`config.mk`:
```
export PLATFORM = sky130hd
export DESIGN_NAME = game_timer_ctrl_flat
export DESIGN_NICKNAME = d
export VERILOG_FILES = /design/src/rtl/game_timer_if.sv /design/src/rtl/game_timer_ctrl.sv /design/src/flat_wrapper.sv
export SDC_FILE = /design/constraint.sdc
export NUM_CORES = 1
export LEC_CHECK = 0
export CORE_UTILIZATION = 40
export CTS_CLUSTER_DIAMETER = 150
export DETAILED_ROUTE_END_ITERATION = 8
export GPL_TIMING_DRIVEN = 1
export PLACE_DENSITY = 0.63
export SYNTH_ARGS = -nofsm -noshare
export SYNTH_HDL_FRONTEND = slang
export SYNTH_SLANG_ARGS = --single-unit
```
`constraint.sdc`:
```
create_clock -name clk -period 2.87 [get_ports clk]
set_input_delay 0.574 -clock clk [delete_from_list [all_inputs] [get_ports clk]]
set_output_delay 0.574 -clock clk [all_outputs]
set_load 0.03 [all_outputs]
```
`src/rtl/game_timer_if.sv`:
```
// Handshake bundle between the game logic / digit chain and the countdown timer sequencer.
//   start      game -> ctrl   1-cycle pulse: (re)start game
//   pause      game -> ctrl   level: freeze countdown while running
//   stop_req   game -> ctrl   1-cycle pulse: player finished
//   timeout_in chain -> ctrl  LS digit NoBorrowDn (chain reached zero)
//   reconfig   ctrl -> chain  load initial digit values
//   tick       ctrl -> chain  BorrowDn pulse to LS digit
//   running    ctrl -> game   1 while counting or paused
//   timed_out  ctrl -> game   level, 1 once the chain has run out
//   done       ctrl -> game   1-cycle pulse when the game ends
interface game_timer_if;
    logic start;
    logic pause;
    logic stop_req;
    logic timeout_in;
    logic reconfig;
    logic tick;
    logic running;
    logic timed_out;
    logic done;

    modport master (
        output start,
        output pause,
        output stop_req,
        output timeout_in,
        input  reconfig,
        input  tick,
        input  running,
        input  timed_out,
        input  done
    );

    modport slave (
        input  start,
        input  pause,
        input  stop_req,
        input  timeout_in,
        output reconfig,
        output tick,
        output running,
        output timed_out,
        output done
    );
endinterface

```
`src/rtl/game_timer_ctrl.sv`:
```
// Sequencer for the countdown digit-timer chain of the Morse game.
// On start it reloads the digit chain (reconfig), then sends one tick to the least-significant
// digit every TICK_DIV clocks while running. It watches the chain's timeout flag, supports
// pause/resume and an early stop, and reports the end of the game.
// Ports:
//   clk  clock
//   rst  synchronous, active-low reset
//   bus  game_timer_if.slave: start/pause/stop_req/timeout_in in,
//        reconfig/tick/running/timed_out/done out (all outputs registered)
module game_timer_ctrl #(
    parameter int unsigned TICK_DIV = 50_000_000,  // clocks per tick, >= 2
    parameter int unsigned CNT_W    = 26           // 2**CNT_W >= TICK_DIV
) (
    input  logic          clk,
    input  logic          rst,
    game_timer_if.slave   bus
);

    typedef enum logic [2:0] {
        StIdle,
        StLoad,
        StArm,
        StRun,
        StPause,
        StTimeout,
        StStopped
    } state_e;

    localparam logic [CNT_W-1:0] TermCnt = CNT_W'(TICK_DIV - 1);

    state_e           state_q;
    logic [CNT_W-1:0] psc_q;
    logic             reconfig_q;
    logic             tick_q;
    logic             running_q;
    logic             timed_out_q;
    logic             done_q;

    always_ff @(posedge clk) begin
        if (!rst) begin
            state_q     <= StIdle;
            psc_q       <= '0;
            reconfig_q  <= 1'b0;
            tick_q      <= 1'b0;
            running_q   <= 1'b0;
            timed_out_q <= 1'b0;
            done_q      <= 1'b0;
        end else begin
            // Pulse outputs default low; only the branches below raise them.
            reconfig_q <= 1'b0;
            tick_q     <= 1'b0;
            done_q     <= 1'b0;

            if (bus.start) begin
                state_q     <= StLoad;
                psc_q       <= '0;
                reconfig_q  <= 1'b1;
                running_q   <= 1'b0;
                timed_out_q <= 1'b0;
            end else begin
                case (state_q)
                    StLoad: begin
                        state_q <= StArm;
                    end
                    // timeout_in is stale here: the chain is clearing it this cycle.
                    StArm: begin
                        state_q   <= StRun;
                        running_q <= 1'b1;
                    end
                    StRun, StPause: begin
                        if (bus.timeout_in) begin
                            // Any tick due this cycle is dropped.
                            state_q     <= StTimeout;
                            running_q   <= 1'b0;
                            timed_out_q <= 1'b1;
                            done_q      <= 1'b1;
                        end else if (bus.stop_req) begin
                            state_q   <= StStopped;
                            running_q <= 1'b0;
                            done_q    <= 1'b1;
                        end else if (bus.pause) begin
                            // Prescaler holds so the tick phase survives the pause.
                            state_q <= StPause;
                        end else begin
                            // Count only on cycles that lead into RUN, so a tick is
                            // always emitted while RUN is visible and none is lost.
                            state_q <= StRun;
                            if (psc_q == TermCnt) begin
                                psc_q  <= '0;
                                tick_q <= 1'b1;
                            end else begin
                                psc_q <= psc_q + CNT_W'(1);
                            end
                        end
                    end
                    StIdle, StTimeout, StStopped: begin
                        state_q <= state_q;
                    end
                    default: begin
                        state_q   <= StIdle;
                        running_q <= 1'b0;
                    end
                endcase
            end
        end
    end

    assign bus.reconfig  = reconfig_q;
    assign bus.tick      = tick_q;
    assign bus.running   = running_q;
    assign bus.timed_out = timed_out_q;
    assign bus.done      = done_q;

endmodule

```
`src/flat_wrapper.sv`:
```
// flat-port wrapper written by rule: the top's interface ports become plain ports
module game_timer_ctrl_flat 
#(
    parameter int unsigned TICK_DIV = 50_000_000,                          
    parameter int unsigned CNT_W    = 26                                  
)
  (clk, rst, bus_start, bus_pause, bus_stop_req, bus_timeout_in, bus_reconfig, bus_tick, bus_running, bus_timed_out, bus_done);
  game_timer_if bus_i ();
  input  logic clk;
  input  logic rst;
  input wire logic [$bits(bus_i.start)-1:0] bus_start;
  input wire logic [$bits(bus_i.pause)-1:0] bus_pause;
  input wire logic [$bits(bus_i.stop_req)-1:0] bus_stop_req;
  input wire logic [$bits(bus_i.timeout_in)-1:0] bus_timeout_in;
  output wire logic [$bits(bus_i.reconfig)-1:0] bus_reconfig;
  output wire logic [$bits(bus_i.tick)-1:0] bus_tick;
  output wire logic [$bits(bus_i.running)-1:0] bus_running;
  output wire logic [$bits(bus_i.timed_out)-1:0] bus_timed_out;
  output wire logic [$bits(bus_i.done)-1:0] bus_done;
  assign bus_i.start = bus_start;
  assign bus_i.pause = bus_pause;
  assign bus_i.stop_req = bus_stop_req;
  assign bus_i.timeout_in = bus_timeout_in;
  assign bus_reconfig = bus_i.reconfig;
  assign bus_tick = bus_i.tick;
  assign bus_running = bus_i.running;
  assign bus_timed_out = bus_i.timed_out;
  assign bus_done = bus_i.done;
  game_timer_ctrl #(.TICK_DIV(TICK_DIV), .CNT_W(CNT_W)) u_core (.clk(clk), .rst(rst), .bus(bus_i));
endmodule
```
# --- Word level (Yosys, flattened, before mapping) ---
# Index checks and enable logic that the tools add are counted.
totals:
  register_bits: 34
  output_inout_bits: 5
  word_cells: 47
classes:
  n_addsub: 1
  n_eq_ne: 9
  muxes: 13
  n_bitwise: 6
  reduce_logical: 10
ops:
  columns: ["op", "n"]
  rows:
  - ["26-bit by 1-bit adder with 26-bit output, second input constant", 1]
  - ["26-bit equality test, second input constant", 1]
  - ["26-bit two-way mux", 1]
  - ["3-bit one-hot mux with 4 select lines", 1]
  - ["3-bit equality test, second input constant", 3]
  - ["3-bit two-way mux", 3]
  - ["1-bit two-way mux", 7]
  - ["3-bit by 2-bit equality test with 1-bit output, second input constant", 2]
  - ["1-bit inverter", 6]
  - ["3-bit OR reduction", 2]
  - ["6-bit OR reduction", 1]
  - ["2-bit AND reduction", 2]
  - ["4-bit AND reduction", 1]
  - ["2-bit OR reduction", 2]
  - ["4-bit OR reduction", 1]
  - ["3-bit by 1-bit equality test with 1-bit output, second input constant", 1]
  - ["3-bit zero test", 1]
  - ["3-bit inequality test, second input constant", 1]
  - ["1-bit one-hot mux with 3 select lines", 1]
  - ["2-bit inequality test, second input constant", 1]

# --- Logic depth before layout (Yosys ltp) ---
logic_depth:
  word_depth: 5
  depth_mapped: 8
  mapped_depth_nobuf: 6

# --- Worst setup path before layout ---
# Ideal clock, no wire load.
synth_timing:
  kind: "in2reg"
  startpoint: "input port bus_timeout_in"
  endpoint: "register u_core.psc_q[16]"
  setup_ns: 0.116
  arrival_time_ns: 2.112
  required_time_ns: 2.754
  path_slack_ns: 0.643
  cell_stages: 7
  path_cell_list: "or3_1 clkbuf_1 a21o_1 buf_6 or4_4 xor2_1 nor2_2"
synth_via:
  elab_chain_cells: 2
synth_rtl:
  columns: ["element", "line", "source"]
  rows:
  - ["from (decl)", "flat_wrapper.sv:14", "input wire logic [$bits(bus_i.timeout_in)-1:0] bus_timeout_in;"]
  - ["1-bit inverter (no source line)", null, null]
  - ["4-bit AND reduction (no source line)", null, null]
  - ["to (signal assigned)", "game_timer_ctrl.sv:92", "psc_q <= psc_q + CNT_W'(1);"]
  - ["to (decl)", "game_timer_ctrl.sv:32", "logic [CNT_W-1:0] psc_q;"]
# No other way between the ends.
# A chain may end at the register's enable or synchronous reset.

# --- Final worst setup path ---
layout_timing:
  startpoint: "input port bus_stop_req"
  endpoint: "register u_core.psc_q[16]"
layout_via:
  elab_chain_cells: 2
layout_rtl:
  columns: ["element", "line", "source"]
  rows:
  - ["from (decl)", "flat_wrapper.sv:13", "input wire logic [$bits(bus_i.stop_req)-1:0] bus_stop_req;"]
  - ["1-bit inverter (no source line)", null, null]
  - ["4-bit AND reduction (no source line)", null, null]
# No other way between the ends.

==> flow_metrics.env <==
export IMPL_synth_edf_count=0
export IMPL_place_hpwl_um=2350
export IMPL_synth_xor_area_share_pct=12.4
export IMPL_first_pass_iters=4
export IMPL_cts_setup_buffers=0
export IMPL_overflow=0
export IMPL_syn2layout_area_growth_pct=16.7
export IMPL_antenna_found_initial=0
export IMPL_ys_seq_elements=34
export IMPL_nets=223
export IMPL_worstSetupStartpointType="primary input"
export IMPL_synth_compound_area_share_pct=9.31
export IMPL_tritoncts="done"
export IMPL_synth_top_family_by_area="simple AND/OR/NAND/NOR gates"
export IMPL_critical_path_class="primary input to flip-flop"
export IMPL_r2r_start="u_core.state_q[2]$_SDFFE_PP0N_"
export IMPL_synthMuxAreaShare_pct=0
export IMPL_avgRoutedWirePerCell_um=12.3
export IMPL_fillCellCount=387
export IMPL_layout_drive_gt1_share_pct=10.2
export IMPL_grt_total_usage_pct=16.9
export IMPL_syn_avg_cell_area_sq_um=8.42
export IMPL_hold_path_class="flip-flop to flip-flop"
export IMPL_critical_path_max_fanout=6
export IMPL_whs_path_depth=2
export IMPL_cp_end_kind="flip-flop"
export IMPL_rows=23
export IMPL_die_area_sq_um=4500
export IMPL_viasPerCell=5.12
export IMPL_clkSinkCount=34
export IMPL_cts_clk_slew_worst_paths_ns=0.08
export IMPL_core_area_sq_um=4030
export IMPL_ff_latch_area_sq_um=681
export IMPL_async_flop_share_pct=0
export IMPL_clkLatencyLatePin_ns=0.29
export IMPL_multiInputGateArea_sq_um=938
export IMPL_worst_pin_slew_ns=0.815
export IMPL_antenna_cells=0
export IMPL_die_h_um=67.1
export IMPL_ys_types=42
export IMPL_powerDensity_nw_per_um2=533
export IMPL_num_vias=1361
export IMPL_synth_flop_cell="dfxtp_1"
export IMPL_cts_buffers=5
export IMPL_min_period_over_period_pct=78.7
export IMPL_grt_pass1_vias=1219
export IMPL_finalClockSkew_ns=0.0139
export IMPL_maxSlewHeadroom_pct=45.3
export IMPL_cp_arrival_ns=2.45
export IMPL_ctsHoldBuffers=0
export IMPL_whs_endpoint="u_core.bus.timed_out$_SDFFE_PP0P_"
export IMPL_critPathRequiredTime_ns=3.06
export IMPL_portBuffers=10
export IMPL_fin_tns_setup_ns=0
export IMPL_power_total_uw=1050
export IMPL_fin_crit_ns=2.26
export IMPL_syn_nets=209
export IMPL_finalWirelength_um=3280
export IMPL_r2r_slack_ns=0.83
export IMPL_hold_violations=0
export IMPL_gp_congestion=0.804
export IMPL_ys_seq_area_share_pct=40.2
export IMPL_clock_root_buffer="clkbuf_8"
export IMPL_peakVddDrop_v=0.000346
export IMPL_drt_iter0_markers=111
export IMPL_status="completed"
export IMPL_timing_fmax_mhz=443
export IMPL_synth_top_area_cell="dfxtp_1"
export IMPL_die_w_um=67.1
export IMPL_syn_inst=201
export IMPL_synth_top_cell_area_share_pct=40.2
export IMPL_cts_buffer_depth=2
export IMPL_ys_warnings_count=0
export IMPL_rsz0062_at_grt="false"
export IMPL_slew_viol_final=0
export IMPL_synthAdderAreaFrac_pct=1.48
export IMPL_grt_max_degree=15
export IMPL_yosys_area_share_simple_pct=32.2
export IMPL_r2r_end="u_core.psc_q[16]$_SDFFE_PP0P_"
export IMPL_reg2regPathDepth=5
export IMPL_syn_area_sq_um=1690
export IMPL_ioPinCount=11
export IMPL_start_util_pct=42.0
export IMPL_cap_violations=0
export IMPL_drc=0
export IMPL_synthTopCellsByArea="dfxtp_1 40%, xor2_1 8.3%, nor2_1 7.8%, xnor2_1 4.1%, and3_1 3.7%"
export IMPL_cts_max_level=2
export IMPL_setup_violations=0
export IMPL_cts_resized=0
export IMPL_worstHoldStart="u_core.bus.timed_out$_SDFFE_PP0P_"
export IMPL_hold_ws_ns=0.487
export IMPL_grt_pass1_wl_um=5660
export IMPL_ant_nets=0
export IMPL_power_leakage_uw=0.000686
## cell type report
cell class,count,area share (%)
repair buffers,16,7.35
flip-flops and latches,34,34.5
multi-input cells,155,47.5
inverters,3,0.570
well taps,50,3.17
clock buffers,5,3.48
clock inverters,3,3.48
## state kept, by name, summed over array words and instances (netlist names)
signal                cells
u_core.bus.done           1
u_core.bus.running        1
u_core.bus.tick           1
u_core.psc_q             26
u_core.bus.reconfig       1
u_core.bus.timed_out      1
u_core.state_q            3
## layout by cell type (no fill, tap or decap), drive strengths merged, types with 5 or more instances in the layout
cell | synthesis | layout
nand3 | 12 | 12
nor3 | 8 | 8
nand2 | 14 | 14
nand4 | 9 | 9
nor2 | 36 | 36
xnor2 | 8 | 8
clkbuf | 2 | 5
xor2 | 16 | 16
clkdlybuf4s50 | 0 | 10
a21oi | 8 | 8
buf | 7 | 6
dfxtp | 34 | 34
and3 | 10 | 10
## critical path: stages
cell	delay, ns
clkdlybuf4s50_1	0.47
or3_1	0.46
a21o_1	0.22
or4_4	0.53
xor2_1	0.17
nor2_2	0.04
## worst max path at each step
stage                                    end            from  cells after the start  slack [ns]
3_5_place_dp   u_core.psc_q[16]$_SDFFE_PP0P_  bus_timeout_in                      6        0.31
4_1_cts        u_core.psc_q[16]$_SDFFE_PP0P_  bus_timeout_in                      6        0.61
2_1_floorplan  u_core.psc_q[16]$_SDFFE_PP0P_  bus_timeout_in                      7        0.64
3_3_place_gp   u_core.psc_q[16]$_SDFFE_PP0P_  bus_timeout_in                      6        0.31
5_1_grt        u_core.psc_q[16]$_SDFFE_PP0P_  bus_timeout_in                      6        0.54
6_report       u_core.psc_q[16]$_SDFFE_PP0P_    bus_stop_req                      6        0.61
## power by group
group | switching, uW | internal [uW]
clock | 190 | 348
sequential | 3.85 | 474
combinational | 21.1 | 16.7
total | 215 | 839
## layer usage
layer / vias up / share of wire [%] / track usage, %
met2: 21 / 42 / 23.6
met4: 0 / 1.2 / 7.18
met5: - / 0 / 0
li1: 725 / - / -
met1: 609 / 53 / 24.0
met3: 6 / 3.6 / 4.28
## cell usage after synthesis, drive strengths merged (3+ instances only)
cell type  number
nor2           36
dfxtp          34
xor2           16
nand2          14
nand3          12
and3           10
nand4           9
a21oi           8
nor3            8
xnor2           8
buf             7
a211oi          3
and2            3
and4            3
inv             3
o21ai           3
## metrics by stage
stage	setup slack, ns	std cells	util [%]	area, sq um
after floorplan	0.643	201	-	1690
after global placement	0.307	258	45.6	1840
after detailed placement	0.309	258	45.6	1840
after CTS	0.614	266	49.0	1980
after global routing	0.542	266	49.0	1980
final	0.612	266	49.0	1980
## cells by family (layout without fill, tap and decap cells)
group	count (synthesis)	count (layout)
adder cells (fa/ha/maj)	2	2
XOR/XNOR	24	24
AND/OR/NAND/NOR	107	107
AO/OA/AOI/OAI	22	22
flip-flops	34	34
buffers and inverters	12	27
Note: power is estimated with default switching activity, not from simulation.
